### config.mk
export PLATFORM = sky130hd
export DESIGN_NAME = lsu_dccm_arb_flat
export DESIGN_NICKNAME = d
export VERILOG_FILES = /design/src/rtl/lsu_dccm_arb_if.sv /design/src/rtl/lsu_dccm_arb.sv /design/src/flat_wrapper.sv
export SDC_FILE = /design/constraint.sdc
export NUM_CORES = 1
export LEC_CHECK = 0
export CORE_AREA = 2 2 128 130
export CTS_BUF_LIST = sky130_fd_sc_hd__clkbuf_4 sky130_fd_sc_hd__clkbuf_8
export DETAILED_ROUTE_END_ITERATION = 12
export DIE_AREA = 0 0 130 132
export PLACE_DENSITY = 0.62
export SLEW_MARGIN = 20
export SYNTH_ARGS = -nofsm -noshare
export SYNTH_HDL_FRONTEND = slang
export SYNTH_SLANG_ARGS = --single-unit
### constraint.sdc
create_clock -name clk -period 1.7 [get_ports clk]
set_input_delay 0.255 -clock clk [delete_from_list [all_inputs] [get_ports clk]]
set_output_delay 0.255 -clock clk [all_outputs]
set_load 0.02 [all_outputs]
### src/rtl/lsu_dccm_arb_if.sv
// DCCM arbiter bus bundle: requester handshakes, DMA return path and the
// single DCCM bank port. The slave modport is the arbiter's view; the master
// modport is the requesters/DCCM side.
interface lsu_dccm_arb_if #(
    parameter int DCCM_BITS = 16,
    parameter int DATA_W    = 39,
    parameter int TAG_W     = 3
);
    logic                 lsu_freeze_dc3;

    logic                 ld_req;
    logic [DCCM_BITS-1:0] ld_addr_lo;
    logic [DCCM_BITS-1:0] ld_addr_hi;
    logic                 ld_gnt;

    logic                 sb_req;
    logic [DCCM_BITS-1:0] sb_addr;
    logic [DATA_W-1:0]    sb_data;
    logic                 sb_gnt;

    logic                 dma_req;
    logic                 dma_write;
    logic [DCCM_BITS-1:0] dma_addr;
    logic [DATA_W-1:0]    dma_wdata;
    logic [TAG_W-1:0]     dma_tag;
    logic                 dma_gnt;
    logic                 dma_rvalid;
    logic [TAG_W-1:0]     dma_rtag;
    logic [DATA_W-1:0]    dma_rdata;

    logic                 dccm_wren;
    logic                 dccm_rden;
    logic [DCCM_BITS-1:0] dccm_wr_addr;
    logic [DCCM_BITS-1:0] dccm_rd_addr_lo;
    logic [DCCM_BITS-1:0] dccm_rd_addr_hi;
    logic [DATA_W-1:0]    dccm_wr_data;
    logic [DATA_W-1:0]    dccm_rd_data_lo;

    modport slave (
        input  lsu_freeze_dc3,
        input  ld_req, ld_addr_lo, ld_addr_hi,
        output ld_gnt,
        input  sb_req, sb_addr, sb_data,
        output sb_gnt,
        input  dma_req, dma_write, dma_addr, dma_wdata, dma_tag,
        output dma_gnt, dma_rvalid, dma_rtag, dma_rdata,
        output dccm_wren, dccm_rden, dccm_wr_addr,
        output dccm_rd_addr_lo, dccm_rd_addr_hi, dccm_wr_data,
        input  dccm_rd_data_lo
    );

    modport master (
        output lsu_freeze_dc3,
        output ld_req, ld_addr_lo, ld_addr_hi,
        input  ld_gnt,
        output sb_req, sb_addr, sb_data,
        input  sb_gnt,
        output dma_req, dma_write, dma_addr, dma_wdata, dma_tag,
        input  dma_gnt, dma_rvalid, dma_rtag, dma_rdata,
        input  dccm_wren, dccm_rden, dccm_wr_addr,
        input  dccm_rd_addr_lo, dccm_rd_addr_hi, dccm_wr_data,
        output dccm_rd_data_lo
    );
endinterface

### src/rtl/lsu_dccm_arb.sv
// Single-port DCCM access arbiter. One of load pipe, store-buffer drain or
// DMA wins the bank port each cycle; grants and DCCM controls are
// combinational. A DMA that keeps losing for STARVE_MAX cycles is promoted
// above everything. DMA reads return tag + data one cycle after grant.
//
// Optional build macro RV_DCCM_ARB_RR_EN: store-buffer and DMA alternate
// round-robin on contention (load still wins when DMA is not starved).
module lsu_dccm_arb #(
    parameter int DCCM_BITS  = 16,
    parameter int DATA_W     = 39,
    parameter int TAG_W      = 3,
    parameter int STARVE_MAX = 7,
    parameter int CNT_W      = 3
) (
    input logic           clk,
    input logic           rst_l,
    lsu_dccm_arb_if.slave bus
);

    localparam logic [CNT_W-1:0] STARVE_LIM = CNT_W'(STARVE_MAX);

    typedef enum logic [1:0] {
        OWN_NONE = 2'd0,
        OWN_LD   = 2'd1,
        OWN_SB   = 2'd2,
        OWN_DMA  = 2'd3
    } owner_e;

    owner_e               owner;
    owner_e               sb_dma_pick;
    logic                 starved;
    logic [CNT_W-1:0]     starve_cnt;

    logic                 ld_gnt;
    logic                 sb_gnt;
    logic                 dma_gnt;
    logic                 dccm_wren;
    logic                 dccm_rden;
    logic [DCCM_BITS-1:0] dccm_wr_addr;
    logic [DCCM_BITS-1:0] dccm_rd_addr_lo;
    logic [DCCM_BITS-1:0] dccm_rd_addr_hi;
    logic [DATA_W-1:0]    dccm_wr_data;

    // DMA read return stage: valid and tag one cycle behind the grant
    logic                 vld_p1;
    logic [TAG_W-1:0]     dma_rtag_p1;

    assign starved = (starve_cnt == STARVE_LIM);

`ifdef RV_DCCM_ARB_RR_EN
    // Set after a store grant so DMA wins the next sb/dma contention.
    logic rr_dma_turn;

    // Track the last store/DMA winner for round-robin alternation
    always_ff @(posedge clk or negedge rst_l) begin
        if (!rst_l) begin
            rr_dma_turn <= 1'b0;
        end else if (sb_gnt) begin
            rr_dma_turn <= 1'b1;
        end else if (dma_gnt) begin
            rr_dma_turn <= 1'b0;
        end
    end

    assign sb_dma_pick = rr_dma_turn ? OWN_DMA : OWN_SB;
`else
    assign sb_dma_pick = OWN_SB;
`endif

    // Pick the single owner of the bank port for this cycle
    always_comb begin
        owner = OWN_NONE;
        if (!bus.lsu_freeze_dc3) begin
            if (starved && bus.dma_req) begin
                owner = OWN_DMA;
            end else if (bus.ld_req) begin
                owner = OWN_LD;
            end else if (bus.sb_req && bus.dma_req) begin
                owner = sb_dma_pick;
            end else if (bus.sb_req) begin
                owner = OWN_SB;
            end else if (bus.dma_req) begin
                owner = OWN_DMA;
            end
        end
    end

    // Drive grants and the DCCM port from the selected owner; idle is all-zero
    always_comb begin
        ld_gnt          = 1'b0;
        sb_gnt          = 1'b0;
        dma_gnt         = 1'b0;
        dccm_wren       = 1'b0;
        dccm_rden       = 1'b0;
        dccm_wr_addr    = '0;
        dccm_rd_addr_lo = '0;
        dccm_rd_addr_hi = '0;
        dccm_wr_data    = '0;
        unique case (owner)
            OWN_LD: begin
                ld_gnt          = 1'b1;
                dccm_rden       = 1'b1;
                dccm_rd_addr_lo = bus.ld_addr_lo;
                dccm_rd_addr_hi = bus.ld_addr_hi;
            end
            OWN_SB: begin
                sb_gnt       = 1'b1;
                dccm_wren    = 1'b1;
                dccm_wr_addr = bus.sb_addr;
                dccm_wr_data = bus.sb_data;
            end
            OWN_DMA: begin
                dma_gnt = 1'b1;
                if (bus.dma_write) begin
                    dccm_wren    = 1'b1;
                    dccm_wr_addr = bus.dma_addr;
                    dccm_wr_data = bus.dma_wdata;
                end else begin
                    dccm_rden       = 1'b1;
                    dccm_rd_addr_lo = bus.dma_addr;
                    dccm_rd_addr_hi = bus.dma_addr;
                end
            end
            default: begin
            end
        endcase
    end

    // Count consecutive cycles a DMA request loses; freeze holds the count
    always_ff @(posedge clk or negedge rst_l) begin
        if (!rst_l) begin
            starve_cnt <= '0;
        end else if (!bus.lsu_freeze_dc3) begin
            if (!bus.dma_req || dma_gnt) begin
                starve_cnt <= '0;
            end else if (starve_cnt != STARVE_LIM) begin
                starve_cnt <= starve_cnt + CNT_W'(1);
            end
        end
    end

    // Register a granted DMA read so its tag returns with the bank data
    always_ff @(posedge clk or negedge rst_l) begin
        if (!rst_l) begin
            vld_p1      <= 1'b0;
            dma_rtag_p1 <= '0;
        end else begin
            vld_p1 <= dma_gnt && !bus.dma_write;
            if (dma_gnt && !bus.dma_write) begin
                dma_rtag_p1 <= bus.dma_tag;
            end
        end
    end

    assign bus.ld_gnt          = ld_gnt;
    assign bus.sb_gnt          = sb_gnt;
    assign bus.dma_gnt         = dma_gnt;
    assign bus.dccm_wren       = dccm_wren;
    assign bus.dccm_rden       = dccm_rden;
    assign bus.dccm_wr_addr    = dccm_wr_addr;
    assign bus.dccm_rd_addr_lo = dccm_rd_addr_lo;
    assign bus.dccm_rd_addr_hi = dccm_rd_addr_hi;
    assign bus.dccm_wr_data    = dccm_wr_data;
    assign bus.dma_rvalid      = vld_p1;
    assign bus.dma_rtag        = dma_rtag_p1;
    assign bus.dma_rdata       = bus.dccm_rd_data_lo;

endmodule

### src/flat_wrapper.sv
// flat-port wrapper written by rule: the top's interface ports become plain ports
module lsu_dccm_arb_flat 
#(
    parameter int DCCM_BITS  = 16,
    parameter int DATA_W     = 39,
    parameter int TAG_W      = 3,
    parameter int STARVE_MAX = 7,
    parameter int CNT_W      = 3
)
  (clk, rst_l, bus_lsu_freeze_dc3, bus_ld_req, bus_ld_addr_lo, bus_ld_addr_hi, bus_ld_gnt, bus_sb_req, bus_sb_addr, bus_sb_data, bus_sb_gnt, bus_dma_req, bus_dma_write, bus_dma_addr, bus_dma_wdata, bus_dma_tag, bus_dma_gnt, bus_dma_rvalid, bus_dma_rtag, bus_dma_rdata, bus_dccm_wren, bus_dccm_rden, bus_dccm_wr_addr, bus_dccm_rd_addr_lo, bus_dccm_rd_addr_hi, bus_dccm_wr_data, bus_dccm_rd_data_lo);
  lsu_dccm_arb_if #(.DCCM_BITS(DCCM_BITS), .DATA_W(DATA_W), .TAG_W(TAG_W)) bus_i ();
  input logic clk;
  input logic rst_l;
  input wire logic [$bits(bus_i.lsu_freeze_dc3)-1:0] bus_lsu_freeze_dc3;
  input wire logic [$bits(bus_i.ld_req)-1:0] bus_ld_req;
  input wire logic [$bits(bus_i.ld_addr_lo)-1:0] bus_ld_addr_lo;
  input wire logic [$bits(bus_i.ld_addr_hi)-1:0] bus_ld_addr_hi;
  output wire logic [$bits(bus_i.ld_gnt)-1:0] bus_ld_gnt;
  input wire logic [$bits(bus_i.sb_req)-1:0] bus_sb_req;
  input wire logic [$bits(bus_i.sb_addr)-1:0] bus_sb_addr;
  input wire logic [$bits(bus_i.sb_data)-1:0] bus_sb_data;
  output wire logic [$bits(bus_i.sb_gnt)-1:0] bus_sb_gnt;
  input wire logic [$bits(bus_i.dma_req)-1:0] bus_dma_req;
  input wire logic [$bits(bus_i.dma_write)-1:0] bus_dma_write;
  input wire logic [$bits(bus_i.dma_addr)-1:0] bus_dma_addr;
  input wire logic [$bits(bus_i.dma_wdata)-1:0] bus_dma_wdata;
  input wire logic [$bits(bus_i.dma_tag)-1:0] bus_dma_tag;
  output wire logic [$bits(bus_i.dma_gnt)-1:0] bus_dma_gnt;
  output wire logic [$bits(bus_i.dma_rvalid)-1:0] bus_dma_rvalid;
  output wire logic [$bits(bus_i.dma_rtag)-1:0] bus_dma_rtag;
  output wire logic [$bits(bus_i.dma_rdata)-1:0] bus_dma_rdata;
  output wire logic [$bits(bus_i.dccm_wren)-1:0] bus_dccm_wren;
  output wire logic [$bits(bus_i.dccm_rden)-1:0] bus_dccm_rden;
  output wire logic [$bits(bus_i.dccm_wr_addr)-1:0] bus_dccm_wr_addr;
  output wire logic [$bits(bus_i.dccm_rd_addr_lo)-1:0] bus_dccm_rd_addr_lo;
  output wire logic [$bits(bus_i.dccm_rd_addr_hi)-1:0] bus_dccm_rd_addr_hi;
  output wire logic [$bits(bus_i.dccm_wr_data)-1:0] bus_dccm_wr_data;
  input wire logic [$bits(bus_i.dccm_rd_data_lo)-1:0] bus_dccm_rd_data_lo;
  assign bus_i.lsu_freeze_dc3 = bus_lsu_freeze_dc3;
  assign bus_i.ld_req = bus_ld_req;
  assign bus_i.ld_addr_lo = bus_ld_addr_lo;
  assign bus_i.ld_addr_hi = bus_ld_addr_hi;
  assign bus_ld_gnt = bus_i.ld_gnt;
  assign bus_i.sb_req = bus_sb_req;
  assign bus_i.sb_addr = bus_sb_addr;
  assign bus_i.sb_data = bus_sb_data;
  assign bus_sb_gnt = bus_i.sb_gnt;
  assign bus_i.dma_req = bus_dma_req;
  assign bus_i.dma_write = bus_dma_write;
  assign bus_i.dma_addr = bus_dma_addr;
  assign bus_i.dma_wdata = bus_dma_wdata;
  assign bus_i.dma_tag = bus_dma_tag;
  assign bus_dma_gnt = bus_i.dma_gnt;
  assign bus_dma_rvalid = bus_i.dma_rvalid;
  assign bus_dma_rtag = bus_i.dma_rtag;
  assign bus_dma_rdata = bus_i.dma_rdata;
  assign bus_dccm_wren = bus_i.dccm_wren;
  assign bus_dccm_rden = bus_i.dccm_rden;
  assign bus_dccm_wr_addr = bus_i.dccm_wr_addr;
  assign bus_dccm_rd_addr_lo = bus_i.dccm_rd_addr_lo;
  assign bus_dccm_rd_addr_hi = bus_i.dccm_rd_addr_hi;
  assign bus_dccm_wr_data = bus_i.dccm_wr_data;
  assign bus_i.dccm_rd_data_lo = bus_dccm_rd_data_lo;
  lsu_dccm_arb #(.DCCM_BITS(DCCM_BITS), .DATA_W(DATA_W), .TAG_W(TAG_W), .STARVE_MAX(STARVE_MAX), .CNT_W(CNT_W)) u_core (.clk(clk), .rst_l(rst_l), .bus(bus_i));
endmodule
* Word-level counts from Yosys, hierarchy flattened
Index checks and enable logic that the tools add are counted.
Word-level totals: register bits 7, input port bits 191, output and inout port bits 135, word-level logic and storage cells 40
Cells by class: add/subtract/negate cells 1, equal/unequal tests 5, mux-type cells 22, bitwise logic cells 1, reduce and logical (&&, ||, !) cells 8
Operators by type and width (number):
- 16-bit one-hot mux with 2 select lines | 3
- 39-bit one-hot mux with 2 select lines | 1
- 39-bit 2-to-1 mux | 1
- 16-bit 2-to-1 mux | 2
- 2-bit 2-to-1 mux | 6
- 3-bit 2-to-1 mux | 2
- 1-bit 2-to-1 mux | 5
- 2-bit equality test (second input constant) | 2
- 1-bit one-hot mux with 2 select lines | 2
- 3-bit by 1-bit adder with 3-bit output (second input constant) | 1
- 3-bit equality test (second input constant) | 1
- 1-bit logical AND | 3
- 3-bit inequality test (second input constant) | 1
- 2-bit by 1-bit equality test with 1-bit output (second input constant) | 1
- 1-bit zero test | 2
- 2-bit AND reduction | 1
- 2-bit nonzero test | 1
- 1-bit logical OR | 1
- 1-bit NOT | 1

* Longest topological paths before layout
word-level depth 11, depth in mapped cells 7, mapped depth without buffers 5

* Worst setup path before layout
No wires, ideal clock.
kind flip-flop to output port, start point register u_core.starve_cnt[0], end point output port bus_dccm_wr_data[10], arrival 1.823 ns, data required time 1.445 ns, slack -0.378 ns, stages on the path, launching flop included 7, path buffers 1, cell sequence dfrtp_1 > ha_1 > ha_1 > nand2_1 > and4b_1 > clkbuf_1 > a22o_1
Between the ends: word-level cells in the longest chain between the ends 6, elaborated cells on any way between the ends 7, those cells by class eq/ne: 3; mux: 3; reduce/logical: 1
Ends and longest elaborated chain:
- from (decl) | RTL line lsu_dccm_arb.sv:32 | logic [CNT_W-1:0] starve_cnt;
- from (signal assigned) | RTL line lsu_dccm_arb.sv:137 | starve_cnt <= starve_cnt + CNT_W'(1);
- 3-bit equality test (*) | RTL line lsu_dccm_arb.sv:48 | assign starved = (starve_cnt == STARVE_LIM);
- 1-bit logical AND (*) | RTL line lsu_dccm_arb.sv:74 | if (starved && bus.dma_req) begin
- 2-bit 2-to-1 mux (*) | RTL line lsu_dccm_arb.sv:74
- 2-bit 2-to-1 mux (*) | RTL line lsu_dccm_arb.sv:73 | if (!bus.lsu_freeze_dc3) begin
- 2-bit equality test | RTL line lsu_dccm_arb.sv:99 | unique case (owner)
- 39-bit one-hot mux with 2 select lines (*) | RTL line lsu_dccm_arb.sv:99
- to (decl) | RTL line flat_wrapper.sv:37 | output wire logic [$bits(bus_i.dccm_wr_data)-1:0] bus_dccm_wr_data;
Every way passes the cells marked *; elsewhere a longest branch is shown, timed or not.

* Final worst setup path
start point register u_core.starve_cnt[0], end point output port bus_dccm_wr_addr[7]
Between the ends: word-level cells in the longest chain between the ends 6, elaborated cells on any way between the ends 7, those cells by class eq/ne: 3; mux: 3; reduce/logical: 1
Ends and longest elaborated chain:
- 3-bit equality test (*) | RTL line lsu_dccm_arb.sv:48
- 1-bit logical AND (*) | RTL line lsu_dccm_arb.sv:74
- 2-bit 2-to-1 mux (*) | RTL line lsu_dccm_arb.sv:74
- 2-bit 2-to-1 mux (*) | RTL line lsu_dccm_arb.sv:73
- 2-bit equality test | RTL line lsu_dccm_arb.sv:99
- 16-bit one-hot mux with 2 select lines (*) | RTL line lsu_dccm_arb.sv:99
- to (decl) | RTL line flat_wrapper.sv:34 | output wire logic [$bits(bus_i.dccm_wr_addr)-1:0] bus_dccm_wr_addr;
Marks and branches as above.

==> flow_summary.ini <==
[final_layout]
final_cell_area_sq_um = 5680
drive_gt1_share_pct = 58.35
multi_input_area_sq_um = 1758
final_common_cell = clkdlybuf4s50_1
diodes = 0
mostFrequentLayoutCells = 155 x clkdlybuf4s50_1, 96 x buf_6, 81 x a22o_4
nFillCells = 1549
seqCellArea_sq_um = 175.2
syn_to_final_growth_pct = 248.7
final_util_pct = 36.15
nNetsFinal = 619

[worst_setup_path]
critPathArrivalTime_ns = 2.01
critPathLaunch = u_core.starve_cnt[0]
worstReg2RegEnd = u_core.bus.dma_rtag[2]
crit_chain = ha_2 -> ha_4 -> o21ba_4 -> nor3_4 -> buf_6 -> buf_8 -> buf_16 -> a22o_4 -> buf_6
crit_end = bus_dccm_wr_addr[7]
cp_slowest_cell = dfrtp_1
path_common_cell = buf_6
critPathMaxFanout = 7
ff2ff_path_depth = 8
critPathMaxStageDelay_ns = 0.38
rrSetupSlack_ns = -0.19
critical_path_required_ns = 1.44
start_kind = flop
criticalPathCategory = reg2out
cp-end-kind = output port
reg2reg_from = u_core.starve_cnt[0]

[clocking]
ctsHoldBuffers = 0
cts_tree = yes
cts_buffers = 3
clk_path_buf_depth = 2
clk_latency_ns = 0.22
htreeDepth = 1
clk_pin_slew_worst_paths_ns = 0.04
cts-root-buf = clkbuf_8
cts_sinks = 7

[power_and_ir_drop]
p_int_mw = 1.159
p_comb_share_pct = 73.8
pwr-share-seq_pct = 11.9
total_power_mw = 1.711
switching_power_mw = 0.5518
clkPwrFrac_pct = 14.3
peakVddDrop_mv = 0.6365
p_per_area_nw_per_um2 = 301.2
swShare_pct = 32.26
leakage_nw = 2.563

[logic_synthesis]
synthesis.nets = 370
syn_avg_cell_area_sq_um = 9.204
yosys.cell_types.count = 22
ys_seq_area_share_pct = 10.75
syn_inst = 177
async_reset_ff_share_pct = 100.0
synth_edf_count = 0
synth_top_flop_cell = dfrtp_1
ys.warnings.count = 0
synth_area_sq_um = 1629
ys_ff_latch = 7

[floorplanning]
core-area_sq_um = 15710
rows = 46
start_util_pct = 10.37
ios = 326
dieArea_sq_um = 17160
die_h_microns = 132
fp.dieW_microns = 130

[global_routing]
busiest_layer = met2
grt_usage_pct = 13.25
met3_usage_pct = 1.705
grt_max_degree = 18
grt_pass1_vias = 2978
gr-total-overflow = 0
grt_pass1_wl_microns = 17380
antenna_found_initial = 0
met1_usage_pct = 13.89
gr-usage-met2_pct = 27.34

[run_status]
violations = negative setup slack
status = complete, but fails checks

[sta]
slew_headroom_pct = 77.90
grt_setup_unrepaired = yes
period_minus_slack_ns = 2.261
finalSetupViolCount = 95
hold_viol_final = 0
slew_violations = 0
worst_pin_slew_ns = 0.3304
skew_ns = 0.001843
max_freq_mhz = 442.3
worst_hold_slack_ns = 0.3000
final.setup.worst_slack_ns = -0.5609
fin_setup_tns_ns = -47.20
period_share_pct = 133.0

[drt]
wl_microns = 12450
drt-wirelength-per-cell_microns = 19.43
routed_via_density = 4.137
dr_total_vias = 2652
firstDrtPassIters = 4
antenna_left = 0
drcViolationCount = 0
drt-initial-drc-count = 51

[placed_design]
placed_area_sq_um = 4857
place_hpwl_microns = 8472
portBuffers = 247
gp_congestion = 0.7577

[min_path]
hold_path_class = in2async

[run]
cap_violations = 0
-- critical path, delay by kind of cell (launching register included) --
family                   cells  cell delay, ns
buffers and inverters        4            0.54
adder cells (fa/ha/maj)      2            0.36
AO/OA/AOI/OAI                2            0.45
AND/OR/NAND/NOR              1            0.04
flip-flops                   1            0.38
-- layer usage --
metal,vias to the layer above,wire [microns]
met5,-,0
met4,0,198
met3,32,849
met2,153,6842
met1,1281,4563
li1,1186,-
-- cell families (layout without fill, tap and decap cells) --
group,Yosys count,count (layout),share of synthesized area (%)
AO/OA/AOI/OAI,93,93,50.15
buffers and inverters,59,307,28.65
AND/OR/NAND/NOR,12,12,6.143
flip-flops,7,7,10.75
multiplexers,4,4,2.765
adder cells (fa/ha/maj),2,2,1.536
-- stage by stage --
step / instances / worst slack (ns)
floorplan: 177 / -0.1105
global placement: 601 / -0.8509
detailed placement: 601 / -0.9452
CTS: 638 / -0.5951
global route: 641 / -0.6402
finish: 641 / -0.5609
-- power groups by stage --
stage	Clock (mW)	Combinational [mW]	Sequential, mW
6_report	0.244	1.26	0.204
5_1_grt	0.269	1.32	0.207
4_1_cts	0.254	1.24	0.204
3_5_place_dp	0	1.10	0.206
3_3_place_gp	0	1.09	0.205
2_1_floorplan	0	0.544	0.225
-- area by class of cell --
type / instances / area share [%]
timing repair buffer: 301 / 60.22
multi-input combinational: 111 / 30.95
tap: 216 / 4.758
sequential: 7 / 3.084
clock buffer: 4 / 0.8590
inverter: 2 / 0.1322
-- sequential cells by signal (all words and copies together) (netlist names) --
name	count
u_core.starve_cnt	3
u_core.bus.dma_rvalid	1
u_core.bus.dma_rtag	3
-- Yosys cell counts, types with 2 or more instances --
cell type	instances	share of area, %
buf_6	12	8.3
dfrtp_1	7	11
buf_4	40	18
ha_1	2	1.5
inv_1	2	0.46
nor3_4	2	2.0
nor2_1	3	0.69
mux2_2	4	2.8
a22o_1	89	48
buf_2	4	1.2
-- worst min-delay path by stage --
stage / cells past startpoint / slack [ns] / to / startpoint
2_1_floorplan: 0 / -0.04 / u_core.bus.dma_rtag[0] / rst_l
3_3_place_gp: 1 / 0.50 / u_core.bus.dma_rtag[1] / u_core.bus.dma_rtag[1]
3_5_place_dp: 1 / 0.50 / u_core.bus.dma_rtag[1] / u_core.bus.dma_rtag[1]
4_1_cts: 1 / 0.31 / u_core.bus.dma_rtag[1] / rst_l
5_1_grt: 1 / 0.33 / u_core.bus.dma_rtag[1] / rst_l
6_report: 1 / 0.30 / u_core.bus.dma_rtag[1] / rst_l
-- what timing repair did --
item	4_1_cts	5_1_grt
gates cloned	11	3
buffers inserted	22	1
setup endpoints to repair	95	95
pin swaps	9	4
gates resized for setup	540	35
(Power assumes the default switching activity.)
